===== src/rtl/water_pkg.sv =====
// Shared types and helpers for the lock-chamber water level controller.
package water_pkg;

    typedef enum logic [2:0] {
        ST_LOW   = 3'd0,
        ST_HIGH  = 3'd1,
        ST_HOLD  = 3'd2,
        ST_RAISE = 3'd3,
        ST_LOWER = 3'd4
    } water_state_t;

    // Bits needed to hold max(a,b)-1, never less than one.
    function automatic int clog2_max(input int a, input int b);
        int m;
        int w;
        m = (a > b) ? a : b;
        w = 0;
        while ((32'sd1 <<< w) < m) begin
            w = w + 32'sd1;
        end
        return (w < 32'sd1) ? 32'sd1 : w;
    endfunction

endpackage


===== src/rtl/water_level_ctrl_step_divider.sv =====
// Prescaler that emits a one-cycle step every `div` enabled clock cycles.
module step_divider #(
    parameter int DIV_W = 4
) (
    input  logic             clk,
    input  logic             reset_n,
    input  logic             clear,
    input  logic             en,
    input  logic [DIV_W:0]   div,
    output logic             step
);

    logic [DIV_W-1:0] r_cnt;
    logic             w_last;

    assign w_last = ({1'b0, r_cnt} == (div - (DIV_W+1)'(1)));
    // The step is not gated by clear so a step and a state change can share an edge.
    assign step   = en && w_last;

    // Prescaler counter: wraps on the last count, held at zero when cleared or idle.
    always_ff @(posedge clk or negedge reset_n) begin
        if (!reset_n) begin
            r_cnt <= {DIV_W{1'b0}};
        end else if (clear || !en) begin
            r_cnt <= {DIV_W{1'b0}};
        end else if (w_last) begin
            r_cnt <= {DIV_W{1'b0}};
        end else begin
            r_cnt <= r_cnt + DIV_W'(1);
        end
    end

endmodule


===== src/rtl/water_level_ctrl.sv =====
// Lock-chamber water level controller: level counter driven by raise/lower/stop
// commands at configurable fill and drain rates, with threshold flags and done pulse.
module water_level_ctrl
    import water_pkg::*;
#(
    parameter int LEVEL_MAX   = 50,
    parameter int RAISE_DIV   = 16,
    parameter int LOWER_DIV   = 14,
    parameter int HIGH_THRESH = 47,
    parameter int LOW_THRESH  = 3,
    localparam int LVL_W      = $clog2(LEVEL_MAX + 1)
) (
    input  logic             clk,
    input  logic             reset_n,
    input  logic             w_up,
    input  logic             w_down,
    input  logic             w_stop,
    output logic [LVL_W-1:0] level,
    output logic             water_high,
    output logic             water_low,
    output logic             busy,
    output logic             done
);

    localparam int               DIV_W     = clog2_max(RAISE_DIV, LOWER_DIV);
    localparam logic [LVL_W-1:0] LVL_FULL  = LVL_W'(LEVEL_MAX);
    localparam logic [LVL_W-1:0] LVL_EMPTY = {LVL_W{1'b0}};
    localparam logic [LVL_W-1:0] LVL_HI    = LVL_W'(HIGH_THRESH);
    localparam logic [LVL_W-1:0] LVL_LO    = LVL_W'(LOW_THRESH);
    localparam logic [DIV_W:0]   DIV_UP    = (DIV_W+1)'(RAISE_DIV);
    localparam logic [DIV_W:0]   DIV_DN    = (DIV_W+1)'(LOWER_DIV);

    water_state_t       r_state;
    water_state_t       w_state_nxt;
    logic [LVL_W-1:0]   r_level;
    logic [LVL_W-1:0]   w_level_nxt;
    logic               r_done;
    logic               w_cmd_up;
    logic               w_cmd_dn;
    logic               w_moving;
    logic               w_step;
    logic               w_clear;
    logic [DIV_W:0]     w_div;
    logic [LVL_W:0]     w_inc;
    logic [LVL_W:0]     w_dec;

    // Simultaneous up and down cancel; stop overrides both.
    assign w_cmd_up = w_up && !w_down && !w_stop;
    assign w_cmd_dn = w_down && !w_up && !w_stop;
    assign w_moving = (r_state == ST_RAISE) || (r_state == ST_LOWER);
    assign w_clear  = (w_state_nxt != r_state) || !w_moving;
    assign w_div    = (r_state == ST_LOWER) ? DIV_DN : DIV_UP;
    assign w_inc    = {1'b0, r_level} + (LVL_W+1)'(1);
    assign w_dec    = {1'b0, r_level} - (LVL_W+1)'(1);

    step_divider #(.DIV_W(DIV_W)) u_div (
        .clk     (clk),
        .reset_n (reset_n),
        .clear   (w_clear),
        .en      (w_moving),
        .div     (w_div),
        .step    (w_step)
    );

    // Saturating level update on a step edge.
    always_comb begin
        w_level_nxt = r_level;
        if (w_step && (r_state == ST_RAISE)) begin
            if (w_inc > {1'b0, LVL_FULL}) begin
                w_level_nxt = LVL_FULL;
            end else begin
                w_level_nxt = w_inc[LVL_W-1:0];
            end
        end else if (w_step && (r_state == ST_LOWER)) begin
            if (w_dec[LVL_W]) begin
                w_level_nxt = LVL_EMPTY;
            end else begin
                w_level_nxt = w_dec[LVL_W-1:0];
            end
        end else begin
            w_level_nxt = r_level;
        end
    end

    // Next-state decode; the step lands first, then stop/reversal, and stop beats arrival.
    always_comb begin
        w_state_nxt = r_state;
        case (r_state)
            ST_LOW: begin
                if (w_cmd_up) w_state_nxt = ST_RAISE;
                else          w_state_nxt = ST_LOW;
            end
            ST_HIGH: begin
                if (w_cmd_dn) w_state_nxt = ST_LOWER;
                else          w_state_nxt = ST_HIGH;
            end
            ST_HOLD: begin
                if (w_cmd_up && (r_level != LVL_FULL))       w_state_nxt = ST_RAISE;
                else if (w_cmd_dn && (r_level != LVL_EMPTY)) w_state_nxt = ST_LOWER;
                else                                          w_state_nxt = ST_HOLD;
            end
            ST_RAISE: begin
                if (w_stop)                                      w_state_nxt = ST_HOLD;
                else if (w_cmd_dn)                               w_state_nxt = ST_LOWER;
                else if (w_step && (w_level_nxt == LVL_FULL))    w_state_nxt = ST_HIGH;
                else                                              w_state_nxt = ST_RAISE;
            end
            ST_LOWER: begin
                if (w_stop)                                      w_state_nxt = ST_HOLD;
                else if (w_cmd_up)                               w_state_nxt = ST_RAISE;
                else if (w_step && (w_level_nxt == LVL_EMPTY))   w_state_nxt = ST_LOW;
                else                                              w_state_nxt = ST_LOWER;
            end
            default: w_state_nxt = ST_LOW;
        endcase
    end

    // State, level and completion pulse registers.
    always_ff @(posedge clk or negedge reset_n) begin
        if (!reset_n) begin
            r_state <= ST_LOW;
            r_level <= LVL_EMPTY;
            r_done  <= 1'b0;
        end else begin
            r_state <= w_state_nxt;
            r_level <= w_level_nxt;
            r_done  <= w_moving && ((w_state_nxt == ST_HIGH) || (w_state_nxt == ST_LOW));
        end
    end

    assign level      = r_level;
    assign water_high = (r_level >= LVL_HI);
    assign water_low  = (r_level <= LVL_LO);
    assign busy       = w_moving;
    assign done       = r_done;

endmodule


===== config.mk =====
export PLATFORM = sky130hd
export DESIGN_NAME = water_level_ctrl
export DESIGN_NICKNAME = d
export VERILOG_FILES = /design/src/rtl/water_pkg.sv /design/src/rtl/water_level_ctrl_step_divider.sv /design/src/rtl/water_level_ctrl.sv
export SDC_FILE = /design/constraint.sdc
export NUM_CORES = 1
export LEC_CHECK = 0
export BUFFER_PORTS_ARGS = -buffer_cell sky130_fd_sc_hd__buf_2
export CORE_ASPECT_RATIO = 1.2
export CORE_MARGIN = 4
export CORE_UTILIZATION = 40
export CTS_CLUSTER_SIZE = 30
export DETAILED_ROUTE_END_ITERATION = 10
export HOLD_SLACK_MARGIN = 0.05
export MAX_ROUTING_LAYER = met4
export PLACE_DENSITY_LB_ADDON = 0.05
export SKIP_LAST_GASP = 1
export SLEW_MARGIN = 20
export SYNTH_ARGS = -nofsm -noshare
export SYNTH_HDL_FRONTEND = slang
export SYNTH_SLANG_ARGS = --single-unit

===== constraint.sdc =====
create_clock -name clk -period 2.85 [get_ports clk]
set_input_delay 0.285 -clock clk [delete_from_list [all_inputs] [get_ports clk]]
set_output_delay 0.285 -clock clk [all_outputs]
set_load 0.01 [all_outputs]

---- After elaboration in Yosys (flattened, before gate mapping) ----
Cells that the tools add are included.
operators by class
  order comparisons ....................... 3
  multiplexer cells ....................... 18
  eq/ne operators ......................... 9
  add/sub/neg operators ................... 4
  reduce and logical (&&, ||, !) cells .... 24
operator list
  operator                                                        number
  two-way mux 3 bit                                               8
  two-way mux 6 bit                                               4
  one-hot mux 3 bit (5 select lines)                              1
  logical AND 1 bit                                               12
  two-way mux 4 bit                                               2
  adder 6 x 1 -> 7 bit (second input constant)                    1
  greater-than comparator 7 x 6 -> 1 bit (second input constant)  1
  subtractor 6 x 1 -> 7 bit (second input constant)               1
  == test 3 x 1 -> 1 bit (second input constant)                  2
  == test 3 x 2 -> 1 bit (second input constant)                  2
  == test 6 bit (second input constant)                           1
  >= comparator 6 bit (second input constant)                     1
  <= comparator 6 x 2 -> 1 bit (second input constant)            1
  logical NOT 3 bit                                               2
  logical NOT 6 bit                                               1
  != test 6 bit (second input constant)                           1
  nonzero test 6 bit                                              1
  == test 4 x 5 -> 1 bit                                          1
  two-way mux 5 bit                                               1
  subtractor 5 x 1 -> 5 bit (second input constant)               1
  adder 4 x 1 -> 4 bit (second input constant)                    1
  logical NOT 1 bit                                               4
  logical OR 1 bit                                                4
  two-way mux 2 bit                                               2
  2 further kinds                                                 2
storage, ports and cells
  input bits .............................. 5
  output and inout bits ................... 10
  flip-flop bits (word level) ............. 14

---- Depth between registers and ports, before layout ----
Gate-level depths: netlist of run 1.
  word-level depth ........................ 18
  depth in mapped cells ................... 9
  gate-level depth less buffers ........... 9

---- Modules after synthesis ----
From an unflattened synthesis of run 1, not the netlist that was laid out.
unflattened totals
  cells, all modules ...................... 173
  area total of the unflattened synthesis .. 1445.1 µm²
modules (own cells, without submodules)
  module            times used  sequential area each (µm²)  area an instance (µm²)  cells an instance
  water_level_ctrl  1           250.2                       1117.3                  142
  step_divider      1           100.1                       327.8                   31

---- Least setup slack after synthesis of run 1 ----
No wires, ideal clock.
  kind .................................... flip-flop to flip-flop
  from .................................... reg r_level[0] (netlist: level[0])
  to ...................................... reg r_done (netlist: done)
  path slack .............................. 192 ps
  stages on the path, launching flop included .. 10
  arrival time ............................ 2546 ps
  required time ........................... 2739 ps
  buffers on the path ..................... 0
  library setup time ...................... 111 ps
  cells stage by stage .................... dfrtp_1 -> inv_1 -> ha_1 -> nand2b_1 -> a2111oi_0 -> a21oi_1 -> o211a_1 -> a2111oi_2 -> a31oi_1 -> a2111oi_2
between the ends
  word-level cells in the longest chain between the ends .. 13
RTL lines
  what                                                                                RTL line                                        source
  start, declared                                                                     water_level_ctrl.sv:35                          logic [LVL_W-1:0] r_level;
  start signal, assigned                                                              water_level_ctrl.sv:126                         r_level <= w_level_nxt;
  adder 6 x 1 -> 7 bit / subtractor 6 x 1 -> 7 bit (equally long branches)            water_level_ctrl.sv:53, water_level_ctrl.sv:54
  greater-than comparator 7 x 6 -> 1 bit / two-way mux 6 bit (equally long branches)  water_level_ctrl.sv:69, water_level_ctrl.sv:75
  two-way mux 6 bit, on equally long branches                                         water_level_ctrl.sv:69, water_level_ctrl.sv:74
  two-way mux 6 bit                                                                   water_level_ctrl.sv:68                          if (w_step && (r_state == ST_RAISE)) begin
  == test 6 bit                                                                       water_level_ctrl.sv:105                         else if (w_step && (w_level_nxt == LVL_FULL)) w_state_nxt = ST_HIGH;
  logical AND 1 bit                                                                   water_level_ctrl.sv:105
  two-way mux 2 bit                                                                   water_level_ctrl.sv:105
  two-way mux 3 bit                                                                   water_level_ctrl.sv:104                         else if (w_cmd_dn) w_state_nxt = ST_LOWER;
  two-way mux 3 bit                                                                   water_level_ctrl.sv:103                         if (w_stop) w_state_nxt = ST_HOLD;
  one-hot mux 3 bit (5 select lines) *                                                water_level_ctrl.sv:88                          case (r_state)
  via w_state_nxt[1]                                                                  water_level_ctrl.sv:34                          water_state_t w_state_nxt;
  == test 3 x 1 -> 1 bit / logical NOT 3 bit (equally long branches)                  water_level_ctrl.sv:127                         r_done <= w_moving && ((w_state_nxt == ST_HIGH) || (w_state_nxt == ST_LOW));
  logical OR 1 bit *                                                                  water_level_ctrl.sv:127
  logical AND 1 bit *                                                                 water_level_ctrl.sv:127
  end signal, assigned                                                                water_level_ctrl.sv:127
  end, declared                                                                       water_level_ctrl.sv:37                          logic r_done;
Mark *: on every way through the listed nets, which the timed path passes. The rest lies on a longest branch.

---- Worst setup path in the final report of run 1 ----
Ends and elaborated chain as after synthesis.

==> out/metrics.yaml, run 1 <==
setup_path:
  crit_type: "register to register"
  cp_slowest_stage_delay_ns: 0.39
  worstRegToRegCells: 9
  regToRegSetupSlack_ns: 0.20
  critPathLaunch: "level[0]"
  cp.arrival_ns: 2.82
  path_cells: "buf_4, ha_1, inv_1, a2111o_1, o31ai_1, nor3_1, a2111oi_2, a31oi_1, a2111oi_2"
  crit_path_end_kind: "register"
  worst-path-stages: 9
  critPathMostFrequentCell: "a2111oi_2"
  cp_data_required_time_ns: 3.03
  worst-path-buf-inv: 2
  endpoint: "done"
  reg2reg_to: "done"
  startpoint_type: "register"
  cpMaxStageDelayCell: "a2111oi_2"
  critPathTopFamily: "compound AO/OA/AOI/OAI gates"
  r2r_start: "level[0]"
  critical_path.max_fanout: 9
floorplanning:
  die_area_mm2: 0.004262
  rows: 22
  design.core.area_mm2: 0.003110
  die_w_um: 60.27
  start_util_pct: 42.16
  die_y_um: 70.72
  ios: 15
sta:
  drv_slew: 0
  hold_violations: 0
  max_slew_margin_pct: 59.12
  max_freq_mhz: 378.1
  period_minus_slack_ns: 2.645
  tightest_slew_ns: 0.6085
  rsz0062_at_grt: "false"
  final.setup_skew_ns: 0.007457
  setup_tns_ns: 0
  setup_violations: 0
  period_share_pct: 92.81
detailed_routing:
  drc: 0
  via_count: 1346
  wl_met3_um: 121
  wl_met1_um: 1611
  antenna_left: 0
  route.met2.wl_um: 1883
  wirelength_um: 3676
  top_layer_used: "met4"
  dr.pass1.iters: 4
  wl_per_cell_um: 16.71
  vias_per_cell: 6.118
  drtIter0Drc: 86
clock_tree:
  ctsLongestPathBuffers: 2
  cts-htree-levels: 1
  root_buffer: "clkbuf_4"
  cts_buffers: 3
  cts_tree: "done"
  cts.sinks: 14
  cts.clk_slew.worst_paths_ns: 0.09
  clock_latency_ns: 0.28
power_and_ir_drop:
  clkPwrFrac_pct: 29.8
  p_sw_w: 0.0001624
  power_w: 0.0005041
  ir_worst_vdd_uv: 271.3
  p_int_w: 0.0003417
  powerDensity_mw_per_mm2: 326.8
  combPwrFrac_pct: 26.2
  power_leakage_nw: 0.6983
  switching_share_pct: 32.22
  power_frac_seq_pct: 44.0
logic_synthesis:
  synthArstFlopShare_pct: 100.0
  synth_top_family_by_area: "compound AO/OA/AOI/OAI gates"
  yosysTopAreaCellShare_pct: 26.72
  netlist.top_cell.by_area: "dfrtp_1"
  syn_inst: 161
  synth_area_leaders: "dfrtp_1, ha_1, o21ai_0"
  synth_mux_area_share_pct: 0.7634
  synth-seq-cells: 14
  synth-compound-area-share_pct: 30.34
  synth-edff-count: 0
  syn-num-nets: 172
  synth_simple_gate_area_share_pct: 28.72
  synth-seq-area-share_pct: 26.72
  ys_types: 54
  synth-adder-area-share_pct: 5.725
  synth_warnings: 0
  syn_area_per_cell_um2: 8.144
  synthFlopType: "dfrtp_1"
  synth-xor-area-share_pct: 2.004
  netlist_area_mm2: 0.001311
placed_design:
  dpl_cell_area_mm2: 0.001483
  dp_hpwl_um: 2786
  routabilityCongestion: 0.9758
  place.port_buffers: 14
layout:
  n_antenna_cell: 0
  fin_area_mm2: 0.001543
  area_delta_synth_final_pct: 17.65
  final_nets: 196
  drive_above_1_share_pct: 23.91
  mostFrequentLayoutCells: "dfrtp_1, buf_2, o21ai_0, buf_4, nor2_1"
worst_hold_path:
  hold_path_class: "primary input to register"
global_routing:
  grt_pass1_wl_um: 6161
  first_global_vias: 1286
  grt.total_usage_pct: 18.86
  antenna_found_initial: 0
  grt_max_degree: 16
  overflow: 0
job:
  drv_cap: 0
status:
  status: "complete, no violations"
-- cell usage after synthesis (5+ instances only) --
master	count
inv_1	9
ha_1	6
nand2_1	10
o21ai_0	13
dfrtp_1	14
nor3_1	5
a21oi_1	10
clkbuf_1	8
nor2_1	12
a31oi_1	5
-- worst min path at each step --
stage	slack (ns)	cells after the start	to	startpoint
floorplan	-0.01	0	done	reset_n
global placement	0.21	1	level[0]	reset_n
detailed placement	0.22	1	level[0]	reset_n
CTS	0.39	4	r_state[0]	w_down
global route	0.44	4	r_state[0]	w_down
finish	0.39	4	r_state[0]	w_down
-- through the flow --
stage,hold slack (ns),instances,util (%),setup WS [ns]
2_1_floorplan,-0.01059,161,-,0.1922
3_3_place_gp,0.2130,215,47.67,0.2419
3_5_place_dp,0.2208,215,47.67,0.1539
4_1_cts,0.3918,220,49.16,0.1263
5_1_grt,0.4405,220,49.60,0.01825
6_report,0.3927,220,49.60,0.2049
-- layout make-up --
class                           count  area [um2]
Fill cell                         311        1568
Multi-Input combinational cell    129       899.6
Sequential cell                    14       350.3
Timing Repair Buffer               28       177.7
Tap cell                           36       45.04
Clock buffer                        4       36.28
Inverter                            9       33.78
-- state kept, by name, summed over array words and instances (netlist names) --
signal	cells
r_state	3
u_div.r_cnt	4
done	1
level	6
-- worst register-to-register path, stage by stage (launching register included) --
cell and delay (ns):
dfrtp_1 0.38, buf_4 0.16, ha_1 0.37, inv_1 0.11, a2111o_1 0.36, o31ai_1 0.09, nor3_1 0.17, a2111oi_2 0.39
a31oi_1 0.19, a2111oi_2 0.34
-- cell families (layout without fill, tap and decap cells) --
logic type / count (synthesis) / after routing
adders and majority gates: 6 / 6
AOI/OAI and AO/OA: 55 / 55
DFF: 14 / 14
buffers and inverters: 18 / 41
and+or+nand+nor: 64 / 64
xor gates and xnor gates: 3 / 3
muxes: 1 / 1
-- timing repair --
action                                  4_1_cts  5_1_grt
hold endpoints to repair                     14        0
hold buffers                                  1        0
buffers inserted                              0        0
endpoints found under the setup margin        0        1
gates resized for setup                       0        3
-- metal layers --
| metal | vias up | track usage (%) |
|---|---|---|
| met4 | 0 | 6.404 |
| met5 | - | - |
| met3 | 6 | 2.190 |
| li1 | 653 | - |
| met1 | 656 | 24.33 |
| met2 | 31 | 30.05 |
-- power groups by stage --
stage	combinational, W	sequential, W	clock (W)
final	0.000132	0.000222	0.000150
after global placement	0.000124	0.000227	0
after global routing	0.000147	0.000224	0.000159
after floorplan	0.0000811	0.000227	0
after CTS	0.000133	0.000222	0.000154
after detailed placement	0.000130	0.000226	0
Power figures use the tool's default switching activity.
==> run 2: changes to the inputs <==
Clock period 2.85 ns to 2.6 ns, I/O delays scaled along.
==> run 2 against run 1 <==
Worst setup slack lost 0.17 ns. Via count grew 2.3%. Clock-buffer cell count is the same. Sequential power grew 9.9%. Register-to-register slack lost 0.17 ns. Worst hold slack lost 0.012 ns. Global-route usage grew 0.14 points. Cell count grew 4.1%. First-iteration DRC count shrank 3.5%. Power grew 13%. Die area is the same. Highest routed layer unchanged.
==> out/metrics.yaml, run 2 (synthesis gave the netlist of run 1 again) <==
power_and_ir_drop:
  ir_worst_vdd_uv: 318.9
  p_sw_w: 0.0001855
  power_frac_seq_pct: 42.9
  switching_share_pct: 32.53
  p_int_w: 0.0003848
  combPwrFrac_pct: 28.7
  powerDensity_mw_per_mm2: 333.5
  clkPwrFrac_pct: 28.4
  power_leakage_nw: 0.7412
clock_tree:
  cts_tree: "done"
  cts_buffers: 3
  root_buffer: "clkbuf_4"
  cts.clk_slew.worst_paths_ns: 0.10
  cts-htree-levels: 1
  clock_latency_ns: 0.28
  cts.sinks: 14
  ctsLongestPathBuffers: 2
setup_path:
  regToRegSetupSlack_ns: 0.04
  worstRegToRegCells: 8
  path_cells: "buf_6, or4_4, or4_4, o221ai_2, o211a_1, o2111a_1, a31oi_4, a2111oi_4"
  startpoint_type: "register"
  critPathMostFrequentCell: "or4_4"
  crit_path_end_kind: "register"
  cp_slowest_stage_delay_ns: 0.48
  cp.arrival_ns: 2.75
  r2r_start: "level[1]"
  cp_data_required_time_ns: 2.79
  crit_type: "register to register"
  cpMaxStageDelayCell: "or4_4"
  critPathLaunch: "level[1]"
  critical_path.max_fanout: 9
  reg2reg_to: "done"
detailed_routing:
  dr.pass1.iters: 4
  drtIter0Drc: 83
  wl_per_cell_um: 16.92
  via_count: 1377
  vias_per_cell: 6.013
  wirelength_um: 3875
  antenna_left: 0
  drc: 0
global_routing:
  grt.total_usage_pct: 19.00
  first_global_vias: 1303
  grt_max_degree: 15
  antenna_found_initial: 0
  overflow: 0
  grt_pass1_wl_um: 6085
sta:
  tightest_slew_ns: 0.4668
  hold_violations: 0
  drv_slew: 0
  setup_violations: 0
  max_slew_margin_pct: 68.81
  whs_ns: 0.3810
  period_share_pct: 98.52
  rsz0062_at_grt: "true"
  max_freq_mhz: 390.4
  period_minus_slack_ns: 2.562
  final.setup_skew_ns: 0.007303
layout:
  mostFrequentLayoutCells: "buf_4, buf_2, o21ai_0, nor2_1, dfrtp_1"
  drive_above_1_share_pct: 33.16
  final_nets: 205
  fillers: 293
  area_delta_synth_final_pct: 30.44
  layout_commonest_cell: "buf_4"
  fin_util_pct: 54.99
  n_antenna_cell: 0
  largest_reg_flops: 6
placed_design:
  routabilityCongestion: 0.9105
  dp_hpwl_um: 2945
  place.port_buffers: 14
worst_hold_path:
  hold_path_class: "primary input to register"
  hold_path_end: "r_state[0]"
  hp-start: "w_down"
  holdPathStages: 4
floorplanning:
  ios: 15
  start_util_pct: 42.16
  rows: 22
  die_y_um: 70.72
  die_area_mm2: 0.004262
  design.core.area_mm2: 0.003110
  die_w_um: 60.27
status:
  status: "complete, no violations"
job:
  drv_cap: 0
==> run 2: cell types whose count changed in the layout (fill, tap and decap cells not counted), sizes merged <==
cell and change:
buf +9
==> run 2: critical path: cells and delay by family (launching register included) <==
family	cells	cell delay [ns]
compound gates	5	0.97
buf+inv	1	0.14
flops	1	0.42
simple gates	2	0.92
==> run 2: final cells by class <==
class | instances | area, um2 | share of cell area (%)
clock buffer | 4 | 36.28 | 2.121
inverter | 9 | 33.78 | 1.975
multi-input combinational | 129 | 993.5 | 58.08
sequential | 14 | 352.8 | 20.63
tap | 36 | 45.04 | 2.634
timing repair buffer | 37 | 249.0 | 14.56
==> run 2: metal layers <==
| layer | track usage (%) | wire length (um) |
|---|---|---|
| met5 | - | 0 |
| met4 | 7.882 | 63 |
| met3 | 3.102 | 81 |
| met2 | 30.77 | 2038 |
| met1 | 22.84 | 1692 |
==> run 2: power by group through the flow <==
stage	clock network, W	logic, W	registers [W]
after floorplan	0	0.0000889	0.000249
after global placement	0	0.000136	0.000248
after detailed placement	0	0.000141	0.000248
after CTS	0.000175	0.000143	0.000244
after global routing	0.000184	0.000182	0.000247
final	0.000162	0.000164	0.000244
==> run 2: through the flow <==
step           cell area (um2)  worst slack (ns)  cells  total power, W  setup TNS (ns)
2_1_floorplan             1314           0.03354    161       0.0003376               0
3_3_place_gp              1553        -0.0007523    224       0.0003837      -0.0007523
3_5_place_dp              1553          -0.04285    224       0.0003886        -0.04285
4_1_cts                   1600           0.01236    229       0.0005623               0
5_1_grt                   1710          -0.05417    229       0.0006131        -0.05417
6_report                  1710           0.03847    229       0.0005704               0
==> run 2: how the worst max path moves through the flow <==
stage | end | slack [ns]
floorplan | done | 0.03
global placement | done | -0.0008
detailed placement | done | -0.04
CTS | done | 0.01
global route | done | -0.05
finish | done | 0.04
==> run 2: repair_timing <==
action,4_1_cts,5_1_grt
setup buffers,0,0
hold buffers,1,0
setup endpoints to repair,1,3
pin swaps,3,7
hold endpoints to repair,14,0
gates resized for setup,2,17
